--- src/rtl/aes_pkg.sv ---
// aes_pkg: shared AES state types and sizes.
package aes_pkg;
    localparam int AES_STATE_BYTES = 16;
    typedef logic [AES_STATE_BYTES-1:0][7:0] aes_state_t;
endpackage

--- src/rtl/aes_ptr_wrap.sv ---
// aes_ptr_wrap: pointer register that wraps DEPTH-1 -> 0 for any DEPTH.
module aes_ptr_wrap #(
    parameter int DEPTH = 4,
    parameter int PW = $clog2(DEPTH)
) (
    input  logic          clk,
    input  logic          resetn,
    input  logic          inc,
    output logic [PW-1:0] ptr
);
    always_ff @(posedge clk or posedge resetn)
        if (resetn) ptr <= '0;
        else if (inc) ptr <= (ptr == PW'(DEPTH - 1)) ? '0 : ptr + PW'(1);
endmodule

--- src/rtl/aes_state_fifo.sv ---
// aes_state_fifo: DEPTH-entry in-order buffer of AES states with sticky
// overflow/underflow flags and same-cycle read/write on a full buffer.
module aes_state_fifo
    import aes_pkg::*;
#(
    parameter int NBYTES = AES_STATE_BYTES,
    parameter int DEPTH = 4,
    parameter int CW = $clog2(DEPTH + 1)
) (
    input  logic                   clk,
    input  logic                   resetn,
    input  logic                   clr,
    input  logic                   wr_en,
    input  logic [NBYTES-1:0][7:0] i,
    input  logic                   rd_en,
    output logic [NBYTES-1:0][7:0] o,
    output logic                   o_valid,
    output logic                   full,
    output logic                   empty,
    output logic [CW-1:0]          count,
    output logic                   overflow,
    output logic                   underflow,
    output logic                   reg_reseted
);
    localparam int PW = $clog2(DEPTH);
    logic [NBYTES-1:0][7:0] mem [DEPTH];
    logic [PW-1:0] wp, rp;
    logic rd_ok, wr_ok;
    logic [CW-1:0] count_nxt;
    assign full = (count == CW'(DEPTH));
    assign empty = (count == '0);
    assign rd_ok = rd_en && !empty;
    // a read on a full buffer frees its slot for the write in the same cycle
    assign wr_ok = wr_en && (!full || rd_en);
    always_comb
        count_nxt = (wr_ok && !rd_ok) ? count + CW'(1) :
                    (rd_ok && !wr_ok) ? count - CW'(1) : count;
    aes_ptr_wrap #(.DEPTH(DEPTH)) u_wp (.clk(clk), .resetn(resetn), .inc(wr_ok), .ptr(wp));
    aes_ptr_wrap #(.DEPTH(DEPTH)) u_rp (.clk(clk), .resetn(resetn), .inc(rd_ok), .ptr(rp));
    always_ff @(posedge clk)
        if (wr_ok) mem[wp] <= i;
    always_ff @(posedge clk or posedge resetn)
        if (resetn) begin
            count       <= '0;
            o           <= '0;
            o_valid     <= 1'b0;
            overflow    <= 1'b0;
            underflow   <= 1'b0;
            reg_reseted <= 1'b1;
        end else begin
            count       <= count_nxt;
            o_valid     <= rd_ok;
            if (rd_ok) o <= mem[rp];
            overflow    <= (wr_en && !wr_ok) ? 1'b1 : clr ? 1'b0 : overflow;
            underflow   <= (rd_en && empty) ? 1'b1 : clr ? 1'b0 : underflow;
            reg_reseted <= wr_ok ? 1'b0 : reg_reseted;
        end
endmodule

--- config.mk ---
export PLATFORM = sky130hd
export DESIGN_NAME = aes_state_fifo
export DESIGN_NICKNAME = d
export VERILOG_FILES = /design/src/rtl/aes_pkg.sv /design/src/rtl/aes_ptr_wrap.sv /design/src/rtl/aes_state_fifo.sv
export SDC_FILE = /design/constraint.sdc
export NUM_CORES = 1
export LEC_CHECK = 0
export CORE_MARGIN = 5
export CORE_UTILIZATION = 40
export CTS_CLUSTER_DIAMETER = 60
export DETAILED_ROUTE_END_ITERATION = 7
export DONT_BUFFER_PORTS = 1
export PLACE_DENSITY = 0.54
export REMOVE_ABC_BUFFERS = 1
export SLEW_MARGIN = 20
export SYNTH_ARGS = -nofsm -noshare
export SYNTH_HDL_FRONTEND = slang
export SYNTH_SLANG_ARGS = --single-unit
--- constraint.sdc ---
create_clock -name clk -period 13.59 [get_ports clk]
set_input_delay 2.0385 -clock clk [delete_from_list [all_inputs] [get_ports clk]]
set_output_delay 2.0385 -clock clk [all_outputs]
set_load 0.01 [all_outputs]
### Word level (Yosys, flattened, before mapping)

Memories as Yosys holds them, arrays and structs flattened. A register that Yosys moved wholly into a read port is not among the register bits.
Index checks and enable logic that the tools add are counted.

* flip-flop bits (word level): 11
* memory bits (writable): 512
* output and inout port bits: 137
* word-level logic and storage cells: 39
* memories kept: 1

* $add $sub $neg: 4
* equality and inequality tests: 3
* multiplexer cells: 9
* reductions and logical operators: 15

Memory list
* mem: words 4, bits a word 128, rd ports 1, clocked after memory_dff 1, write ports 1, RTL line aes_state_fifo.sv:26 `logic [NBYTES-1:0][7:0] mem [DEPTH];`

Operators by type and width (count)
* 1-bit logical AND: 6
* 3-bit 2-to-1 mux: 2
* 2-bit nonzero test: 3
* 1-bit 2-to-1 mux: 5
* 2-bit by 1-bit adder with 2-bit output, second input constant: 2
* 2-bit equality test, second input constant: 2
* 1-bit zero test: 4
* 2-bit 2-to-1 mux: 2
* 3-bit by 1-bit adder with 3-bit output, second input constant: 1
* 3-bit equality test, second input constant: 1
* 3-bit zero test: 1
* 3-bit by 1-bit subtractor with 3-bit output, second input constant: 1
* 1-bit logical OR: 1

### Logic depth before layout (Yosys ltp)

Gate-level depths: netlist of run 1.

* depth in word-level cells: 8
* depth in mapped cells: 9

### Cells and area by module

A second synthesis of run 1 with hierarchy kept.

* cells, all modules: 986
* area total of the unflattened synthesis: 24516.0 um^2

Modules (own cells, without submodules)
* aes_state_fifo: instances 1, cells each 972, area an instance 24330.8 um^2
* aes_ptr_wrap: instances 2, cells each 7, area an instance 92.6 um^2

### Worst setup path before layout of run 1

Ideal clock, no wire load.

* path kind: input-to-reg
* start: input port rd_en
* end: memory mem[0][0] in the netlist's numbering (enable)
* library setup time: 0.502 ns
* arrival: 5.251 ns
* required time: 13.088 ns
* path slack: 7.837 ns
* stages on the path: 2
* path buffers: 0
* path through: o21a_1 -> and2_1

* longest elaborated chain between the ends: 4

Ends and longest elaborated chain
* from (decl): RTL line aes_state_fifo.sv:15 `input logic rd_en,`
* 1-bit logical OR: RTL line aes_state_fifo.sv:34 `assign wr_ok = wr_en && (!full || rd_en);`
* 1-bit logical AND: RTL line aes_state_fifo.sv:34
* 1-bit 2-to-1 mux: RTL line aes_state_fifo.sv:41 `if (wr_ok) mem[wp] <= i;`
* 1-bit 2-to-1 mux (implied by the code): RTL line aes_state_fifo.sv:41
* to (decl): RTL line aes_state_fifo.sv:26

No other way between the ends.

### Worst setup path in the final report of run 1

* start: register count[0]
* end: output port full

* longest elaborated chain between the ends: 1

Ends and longest elaborated chain
* from (decl): RTL line aes_state_fifo.sv:20 `output logic [CW-1:0] count,`
* from (signal assigned): RTL line aes_state_fifo.sv:51 `count <= count_nxt;`
* 3-bit equality test: RTL line aes_state_fifo.sv:30 `assign full = (count == CW'(DEPTH));`
* to (decl): RTL line aes_state_fifo.sv:18 `output logic full,`

No other way between the ends.

==> key figures, run 1 <==
Route
  • Routed len/inst: 24.7 um
  • WL final: 45900 um
  • Drt first pass iters: 4
  • Detail Route Antenna Nets: 0
  • Detailed Route Iter0 Violations: 527
  • Vias/cell: 5.19
  • Routed via count: 9639
  • # DRC: 0

Place
  • Global placement routability congestion: 0.681
  • DP Wirelength: 26000 um
  • Port Buf Inserts: 0
  • Post-Place Cells: 1732

Die
  • Starting Density: 40.3%
  • Number of cell rows: 89
  • Die footprint: 0.0644 sq mm
  • Core ar.: 0.0589 sq mm
  • Die Width: 254 um
  • Die height: 254 um
  • IO Pins: 270

Clock network
  • CTS tree: built
  • Sink Count: 651
  • Clock Root Buffer: clkbuf_16
  • Hold_buf cts: 0
  • Htree depth: 3
  • Post-CTS Setup Repair Bufs: 0
  • CTS resizes: 0
  • Clk_lat worst skew: 0.59 ns
  • CTS clk-pin slew, worst paths: 0.05 ns
  • Clock Path Buffers: 3
  • Total CTS buffers: 69

Worst setup path
  • CP required: 11.55 ns
  • Setup crit end kind: output port
  • Cell Chain, Critical Path: or3b_1 -> inv_1
  • Critical path's slowest cell: dfrtp_1
  • Setup CP Type: reg -> out
  • Max stage delay on crit path: 0.51 ns
  • Startpoint types: register
  • Crit path DAT: 1.68 ns
  • CP max FO: 6

Finish
  • Layout cells sized above 1: 35.6%
  • Multi-input gate area: 0.00461 sq mm
  • Commonest non-fill, non-tap cell in the layout: edfxtp_1
  • N_diodes: 0
  • FF/Latch Area: 0.0189 sq mm
  • Area delta synth->final: 13.3%
  • Layout Nets: 1170
  • FILL cells: 4863
  • Post-Layout Cell Count: 1857
  • Most frequent cells in the layout: edfxtp_1 (512), dfrtp_1 (136), mux2_2 (130), mux4_2 (128), clkbuf_16 (72)

Power and ir drop
  • Combinational fraction of design power: 19.8%
  • Switching Fraction: 27.7%
  • VDD IR max: 0.000240 V
  • Switching power: 1710 uW
  • Clock Power Share: 30.4%
  • PwrDens: 230 mW/mm^2
  • Static Leakage: 0.00899 uW
  • Sequential Power Share: 49.8%
  • Internal Power: 4490 uW

Logic synthesis
  • Synth warn: 0
  • Asr flop ratio synth: 21.4%
  • Synth cell types: 27
  • Synthesized instance count: 989
  • Yosys reg bits: 651
  • Top FF cell, synth: edfxtp_1
  • EDFF count, synth: 512
  • Synth Area per Inst: 24.0 sq um
  • Register area share after synthesis: 79.4%
  • Post-Syn Area: 0.0238 sq mm

Outcome
  • Status: complete, no violations

STA
  • Tmin final: 3.72 ns
  • Hold WS: 0.514 ns
  • Max Fclk: 269 MHz
  • Slew Limit Headroom: 35.1%
  • Final period util: 27.4%
  • RSZ-0062 raised after global routing: no
  • Setup TNS: 0 ns
  • Hold Fails Final Rpt: 0
  • Worst Skew: 0.0227 ns
  • Final setup vio count: 0
  • Worst-Margin Slew: 0.973 ns
  • Max Slew Vio Count: 0

Global routing
  • Vias in the first global route: 10481
  • First-pass GRT wire length: 69000 um
  • Total grt overflow: 0
  • All-Layer GR Usage: 14.3%
  • Initial antenna violation count: 0
  • Largest net degree at the start of global routing: 134

Job
  • Max capacitance violation total: 0

Min path
  • Worst hold path class: reg -> reg
[cell families (layout without fill, tap and decap cells)]
group	after synthesis	count (layout)	share of synthesized area, %
AND/OR/NAND/NOR	11	11	0.258
XOR/XNOR	3	3	0.111
adder cells (fa/ha/maj)	7	7	0.400
flip-flops	651	651	79.4
buffers and inverters	52	147	1.28
multiplexers	260	260	18.4
AO/OA/AOI/OAI	5	5	0.211
[through the flow]
step	setup WS (ns)	utilization (%)	power, uW	instance area, sq um
after floorplan	7.57	-	4150	23500
after global placement	9.49	41.8	4410	24600
after detailed placement	9.47	41.8	4430	24600
after CTS	9.81	45.7	6340	26900
after global routing	9.79	45.7	6530	26900
final	9.87	45.7	6200	26900
[state kept, by name, summed over array words and instances, names as in the netlist]
| name | count |
|---|---|
| o_valid | 1 |
| count | 3 |
| o | 128 |
| mem | 512 |
| reg_reseted | 1 |
| u_rp.ptr | 2 |
| overflow | 1 |
| underflow | 1 |
| u_wp.ptr | 2 |
[worst max-delay path, delay by kind of cell, from the launching register on]
family	cells	cell delay, ns
flip-flops	1	0.51
AND/OR/NAND/NOR	1	0.47
buffers and inverters	1	0.12
[cell type report]
| class | instances | area share [%] |
|---|---|---|
| tap | 773 | 3.59 |
| timing repair buffer | 13 | 0.456 |
| sequential | 651 | 70.1 |
| inverter | 9 | 0.144 |
| clock inverter | 33 | 1.34 |
| multi-input combinational | 286 | 17.1 |
| clock buffer | 92 | 7.23 |
[worst paths after layout]
path                             startpoint     endpoint  slack [ns]  cells past startpoint
worst max-delay path               count[0]         full        9.87                      2
min in group asynchronous            resetn     overflow        1.54                      1
worst min-delay path            reg_reseted  reg_reseted        0.51                      1
worst min register to register  reg_reseted  reg_reseted        0.51                      1
max in group asynchronous            resetn  u_rp.ptr[0]       10.71                      2
worst max register to register     count[0]   mem[1][52]       10.78                      4
[cell usage after synthesis (4+ instances only)]
| master | number | area [sq um] |
|---|---|---|
| buf_1 | 4 | 15.0 |
| edfxtp_1 | 512 | 15400 |
| ha_1 | 6 | 75.1 |
| inv_1 | 9 | 33.8 |
| clkbuf_1 | 9 | 33.8 |
| buf_6 | 11 | 124 |
| mux4_2 | 128 | 2880 |
| buf_2 | 18 | 90.1 |
| mux2_2 | 130 | 1460 |
| dfrtp_1 | 138 | 3450 |
| and2_1 | 4 | 25.0 |
[power by group through the flow]
stage               Clock [uW]  Sequential [uW]  Combinational, uW
finish                    1890             3090               1230
global route              2030             3140               1360
CTS                       1950             3110               1280
detailed placement           0             3150               1280
global placement             0             3130               1280
floorplan                    0             3150               1000
[layer usage]
metal / track usage [%] / routed length (um) / vias to the layer above
met5: 0 / 0 / -
met4: 4.48 / 873 / 0
met3: 5.54 / 3920 / 61
met2: 23.3 / 23000 / 232
met1: 18.1 / 18000 / 5206
li1: - / - / 4140
Power figures use the tool's default switching activity.
==> inputs of run 2 (changes only) <==
- clock period: 13.59 -> 3.5 ns (I/O delays scaled with it)
==> run 2 against run 1 <==
  * Critical endpoint is now mem[1][66]
  * Critical path depth up 2
  * Cell count up 8.7%
  * Total power rose to 4.0 times the previous value
  * Design area up 6.8%
  * Clock power rose to 4.0 times the previous value
  * Non-clock buffer count up 154
  * First-iteration DRC count up 7.2%
  * Utilization up 3.1 points
  * Wire length up 6.0%
  * Critical path type is now reg -> reg
  * Clock skew down 0.0072 ns
  * Hold slack worse by 0.47 ns
==> key figures, run 2 (synthesis gave the netlist of run 1 again) <==
Worst setup path
  • Cell Chain, Critical Path: or3b_1 -> o21a_1 -> and2_4 -> buf_4
  • Setup CP Type: reg -> reg
  • Startpoint types: register
  • Max stage delay on crit path: 0.67 ns (+0.16 ns)
  • Crit path DAT: 2.69 ns (+1.01 ns)
  • Top delay family on crit path: simple AND/OR/NAND/NOR gates
  • CP max FO: 33 (+27)
  • Worst Path Buf+Inv: 1 (unchanged)
  • R2R Setup Slk: 1.09 ns (-9.69 ns)
  • Critical path's slowest cell: and2_4
  • CP required: 3.79 ns (-7.76 ns)
  • Setup crit end kind: register

Global routing
  • All-Layer GR Usage: 15.2% (+0.85 points)
  • Largest net degree at the start of global routing: 133 (-0.75%)
  • First-pass GRT wire length: 73700 um (+6.9%)
  • Vias in the first global route: 11388 (+8.7%)
  • Initial antenna violation count: 6 (+6)
  • Total grt overflow: 0 (unchanged)

Die
  • Number of cell rows: 89 (unchanged)
  • Die height: 254 um (unchanged)
  • Die Width: 254 um (unchanged)
  • Starting Density: 40.3% (unchanged)
  • IO Pins: 270 (unchanged)
  • Die footprint: 0.0644 sq mm (unchanged)
  • Core ar.: 0.0589 sq mm (unchanged)

Finish
  • Layout cells sized above 1: 33.5% (-2.1 points)
  • Commonest non-fill, non-tap cell in the layout: edfxtp_1
  • Area delta synth->final: 20.9%
  • FILL cells: 4723 (-2.9%)
  • Max reg flops: 512 (unchanged)
  • Most frequent cells in the layout: edfxtp_1 (512), dfrtp_1 (136), mux2_2 (130), dlygate4sd3_1 (129), mux4_2 (128)
  • Top reg by flops: mem
  • Largest regs: mem x512, o x128, count x3
  • Layout Nets: 1325 (+13%)

Power and ir drop
  • Combinational fraction of design power: 21.3% (+1.5 points)
  • Switching power: 6880 uW (+300%)
  • Static Leakage: 0.00979 uW (+8.8%)
  • Switching Fraction: 27.7% (+0.073 points)
  • PwrDens: 863 mW/mm^2 (+270%)
  • Clock Power Share: 30.2% (-0.2 points)
  • Power Total: 24800 uW (+300%)
  • VDD IR max: 0.000498 V (+110%)
  • Internal Power: 17900 uW (+300%)
  • Sequential Power Share: 48.4% (-1.4 points)

Place
  • Port Buf Inserts: 0 (unchanged)
  • DP Wirelength: 28800 um (+11%)
  • Pre-CTS WS: 1.06 ns (-8.41 ns)
  • Global placement routability congestion: 0.717 (+5.3%)

STA
  • Final setup margin: 1.09 ns (-8.78 ns)
  • Worst-Margin Slew: 0.865 ns (-0.108 ns)
  • Max Slew Vio Count: 0 (unchanged)
  • Tmin final: 2.41 ns
  • Hold Fails Final Rpt: 0 (unchanged)
  • Max Fclk: 416 MHz
  • Worst Skew: 0.0155 ns (-0.00717 ns)
  • Final period util: 68.7%
  • Final setup vio count: 0 (unchanged)
  • Slew Limit Headroom: 42.3% (+7.2 points)
  • RSZ-0062 raised after global routing: no

Min path
  • Worst hold path class: in -> reg

Route
  • Drt first pass iters: 4 (unchanged)
  • Routed via count: 10360 (+7.5%)
  • Routed len/inst: 24.1 um (-2.5%)
  • WL final: 48600 um (+6.0%)
  • # DRC: 0 (unchanged)
  • Detail Route Antenna Nets: 0 (unchanged)
  • Detailed Route Iter0 Violations: 565 (+7.2%)
  • Vias/cell: 5.13 (-1.1%)

Clock network
  • CTS tree: built
  • Clock Path Buffers: 3 (unchanged)
  • Sink Count: 651 (unchanged)
  • Htree depth: 3 (unchanged)
  • Total CTS buffers: 70 (+1.4%)
  • CTS resizes: 0 (unchanged)
  • CTS clk-pin slew, worst paths: 0.06 ns (about the same)
  • Clock Root Buffer: clkbuf_16
  • Clk_lat worst skew: 0.59 ns (about the same)

Outcome
  • Status: complete, no violations

Job
  • Max capacitance violation total: 0 (unchanged)
==> run 2: cell types whose count changed in the layout (fill, tap and decap cells not counted), sizes merged <==
cell | previous run | this run
buf | 13 | 38
clkinv | 18 | 17
clkinvlp | 3 | 2
inv | 15 | 12
dlygate4sd3 | 0 | 129
clkbuf | 92 | 103
diode | 0 | 4
bufinv | 6 | 4
==> run 2: power by group through the flow <==
stage / combinational [uW] / clock, uW / sequential (uW)
5_1_grt: 5790 / 8060 / 12200
3_5_place_dp: 5270 / 0 / 12300
3_3_place_gp: 5220 / 0 / 12200
2_1_floorplan: 3620 / 0 / 12100
4_1_cts: 5470 / 7720 / 12100
6_report: 5290 / 7500 / 12000
==> run 2: metrics by stage <==
step | hold slack (ns) | cells | area (sq um) | util [%] | TNS, ns
2_1_floorplan | 0.491 | 946 | 23500 | - | -905.66
3_3_place_gp | 0.510 | 1757 | 25000 | 42.5 | 0
3_5_place_dp | 0.511 | 1757 | 25000 | 42.5 | 0
4_1_cts | 0.00251 | 2015 | 28700 | 48.8 | 0
5_1_grt | 0.00821 | 2017 | 28700 | 48.8 | 0
6_report | 0.0449 | 2019 | 28700 | 48.8 | 0
==> run 2: worst reg2reg max path, stage by stage (launching register included) <==
cell     delay, ns
dfrtp_1       0.56
or3b_1        0.22
o21a_1        0.31
and2_4        0.68
buf_4         0.34
==> run 2: final timing paths <==
| path | startpoint | end | cells past startpoint |
|---|---|---|---|
| setup reg to reg | count[0] | mem[1][66] | 4 |
| min in group asynchronous | resetn | o[24] | 2 |
| hold reg to reg | reg_reseted | reg_reseted | 1 |
| setup / recovery | count[0] | mem[1][66] | 4 |
| max in group asynchronous | resetn | u_rp.ptr[0] | 3 |
| hold / removal | clr | overflow | 1 |
==> run 2: layout make-up <==
class	count	area, sq um	area share [%]
Multi-Input combinational cell	286	4610	16.1
Inverter	9	38.8	0.135
Timing Repair Buffer	167	1840	6.40
Clock inverter	26	270	0.941
Clock buffer	103	2130	7.42
Antenna cell	4	10.0	0.0348
Tap cell	773	967	3.37
Sequential cell	651	18900	65.6
==> run 2: per-layer routing <==
metal  routed length [um]  GRT usage, %  vias to the layer above
met2                24100          24.7                      246
met4                  743          3.99                        4
met1                20700          20.7                     5571
li1                     -             -                     4471
met5                   27             0                        -
met3                 2990          3.98                       68
==> run 2: timing repair <==
action                     4_1_cts  5_1_grt
setup endpoints to repair        0        0
hold endpoints to repair       569        0
hold buffers                   129        0
setup buffers                    0        0
==> inputs of run 3 (changes only) <==
- clock period: 3.5 -> 2.5 ns (I/O delays scaled with it)
==> run 3 against run 2 <==
  * Register-to-register slack got worse by 0.74 ns
  * Combinational power rose by 41%
  * Clock skew rose by 0.0070 ns
  * Hold slack better by 0.0051 ns
  * Clock-buffer cell count fell by 10
  * First-iteration DRC count shrank 12%
  * Design area down 1.0%
  * Wire length is 0.29% lower
  * Via count is 0.54% higher
  * Clock power grew 32%
  * Utilization fell by 0.49 points
  * Critical endpoint is now count[1]
==> key figures, run 3 (synthesis gave the netlist of run 1 again) <==
Outcome
  • Status: complete, no violations

Global routing
  • Grt met3 use: 4.43% (+0.45 points)
  • Met1 usage: 19.9% (-0.81 points)
  • Total grt overflow: 0 (unchanged)
  • Vias in the first global route: 11513 (+1.1%)
  • Busiest grt layer: met2
  • Largest net degree at the start of global routing: 91 (-32%)
  • GR Layer Usage met2: 25.2% (+0.44 points)
  • First-pass GRT wire length: 73900 um (+0.24%)
  • Initial antenna violation count: 6 (unchanged)
  • All-Layer GR Usage: 15.2% (about the same)

Die
  • Die height: 254 um (unchanged)
  • IO Pins: 270 (unchanged)
  • Die Width: 254 um (unchanged)
  • Starting Density: 40.3% (unchanged)
  • Number of cell rows: 89 (unchanged)
  • Core ar.: 0.0589 sq mm (unchanged)
  • Die footprint: 0.0644 sq mm (unchanged)

Worst setup path
  • CP max FO: 3 (-91%)
  • Setup crit end kind: register
  • CP required: 2.95 ns (-0.84 ns)
  • Setup CP Type: reg -> reg
  • Crit path DAT: 2.60 ns (-0.09 ns)
  • Startpoint types: register

STA
  • Worst Skew: 0.0225 ns (+0.00696 ns)
  • Tmin final: 2.15 ns (-0.260 ns)
  • Hold Fails Final Rpt: 0 (unchanged)
  • RSZ-0062 raised after global routing: no
  • Max Fclk: 466 MHz (+12%)
  • Max Slew Vio Count: 0 (unchanged)
  • Slew Limit Headroom: 56.3% (+14 points)
  • Final setup margin: 0.355 ns (-0.740 ns)
  • Worst-Margin Slew: 0.656 ns (-0.209 ns)
  • Final setup vio count: 0 (unchanged)
  • Final period util: 85.8% (+17 points)
  • Setup TNS: 0 ns (unchanged)

Finish
  • Layout Nets: 1321 (-0.30%)
  • Max reg flops: 512 (unchanged)
  • Largest regs: mem x512, o x128, count x3
  • Layout cells sized above 1: 32.5% (-0.97 points)
  • Area delta synth->final: 19.7%
  • Commonest non-fill, non-tap cell in the layout: edfxtp_1
  • Most frequent cells in the layout: edfxtp_1 (512), dfrtp_1 (136), dlygate4sd3_1 (132), mux2_2 (130), mux4_2 (128)
  • FILL cells: 4790 (+1.4%)
  • Multi-input gate area: 0.00461 sq mm (unchanged)
  • Post-Layout Cell Count: 2014 (-0.25%)
  • Top reg by flops: mem
  • FF/Latch Area: 0.0189 sq mm (unchanged)

Power and ir drop
  • Sequential Power Share: 49.1% (+0.7 points)
  • Combinational fraction of design power: 21.9% (+0.6 points)
  • VDD IR max: 0.000663 V (+33%)
  • PwrDens: 1200 mW/mm^2 (+39%)
  • Switching power: 9630 uW (+40%)
  • Switching Fraction: 28.3% (+0.55 points)
  • Internal Power: 24400 uW (+36%)
  • Clock Power Share: 29.0% (-1.2 points)
  • Static Leakage: 0.00965 uW (-1.4%)

Route
  • Detail Route Antenna Nets: 0 (unchanged)
  • WL final: 48500 um (-0.29%)
  • Routed via count: 10416 (+0.54%)
  • # DRC: 0 (unchanged)
  • Detailed Route Iter0 Violations: 497 (-12%)
  • Drt first pass iters: 4 (unchanged)
  • Vias/cell: 5.17 (+0.79%)
  • Routed len/inst: 24.1 um (about the same)

Clock network
  • Clock Path Buffers: 3 (unchanged)
  • Sink Count: 651 (unchanged)
  • Post-CTS Setup Repair Bufs: 0 (unchanged)
  • CTS tree: built
  • CTS clk-pin slew, worst paths: 0.06 ns (about the same)
  • Clock Root Buffer: clkbuf_16
  • Total CTS buffers: 71 (+1.4%)
  • Htree depth: 3 (unchanged)
  • Clk_lat worst skew: 0.59 ns (about the same)

Job
  • Max capacitance violation total: 0 (unchanged)

Place
  • DP Wirelength: 27000 um (-6.0%)
  • Global placement routability congestion: 0.703 (-2.0%)
  • Pre-CTS WS: 0.374 ns (-0.684 ns)
  • Post-Place Cells: 1749 (-0.46%)
  • Port Buf Inserts: 0 (unchanged)

Min path
  • Worst hold path class: in -> reg
==> run 3: power by group through the flow <==
stage | Sequential, uW | Clock [uW] | Combinational, uW
finish | 16700 | 9880 | 7450
global route | 17000 | 10700 | 8180
CTS | 16800 | 10200 | 7720
detailed placement | 17100 | 0 | 7430
global placement | 17000 | 0 | 7340
floorplan | 16900 | 0 | 4590
==> run 3: critical path, cell delays in order (launching register included) <==
cell and delay, ns:
dfrtp_1 0.38, or3b_1 0.43, o21a_1 0.24, ha_1 0.22
inv_1 0.07, fa_1 0.41, mux2_2 0.28
==> run 3: repair_timing <==
action                    4_1_cts  5_1_grt
gates resized for setup         0        0
hold endpoints to repair      553        0
hold buffers                  132        0
==> run 3: worst paths after layout <==
check / start / endpoint / slack [ns] / depth (start not counted)
max: count[0] / count[1] / 0.35 / 6
min in group asynchronous: resetn / o[12] / 0.33 / 2
min: wr_en / reg_reseted / 0.05 / 2
max in group asynchronous: resetn / o[63] / 1.44 / 3
max reg2reg: count[0] / count[1] / 0.35 / 6
min reg2reg: reg_reseted / reg_reseted / 0.52 / 1
==> run 3: final cells by class <==
class	instances	share of cell area, %
flip-flops and latches	651	66.3
multi-input cells	286	16.2
clock buffers	93	6.76
repair buffers	162	6.10
well taps	773	3.40
clock inverters	35	1.03
inverters	9	0.136
diodes	5	0.0440
==> run 3: metal layers <==
metal,share of wire [%],wire (um)
met1,41,20000
met2,51,24600
met3,6.6,3200
met4,1.3,642
met5,0.027,13
==> run 3: through the flow <==
stage,hold WS (ns),instance area (sq um),util [%],power [uW]
global route,0.0200,28400,48.3,35900
floorplan,0.467,23500,-,21500
finish,0.0500,28400,48.3,34100
detailed placement,0.317,24900,42.3,24500
global placement,0.316,24900,42.3,24300
CTS,0.000281,28400,48.3,34800
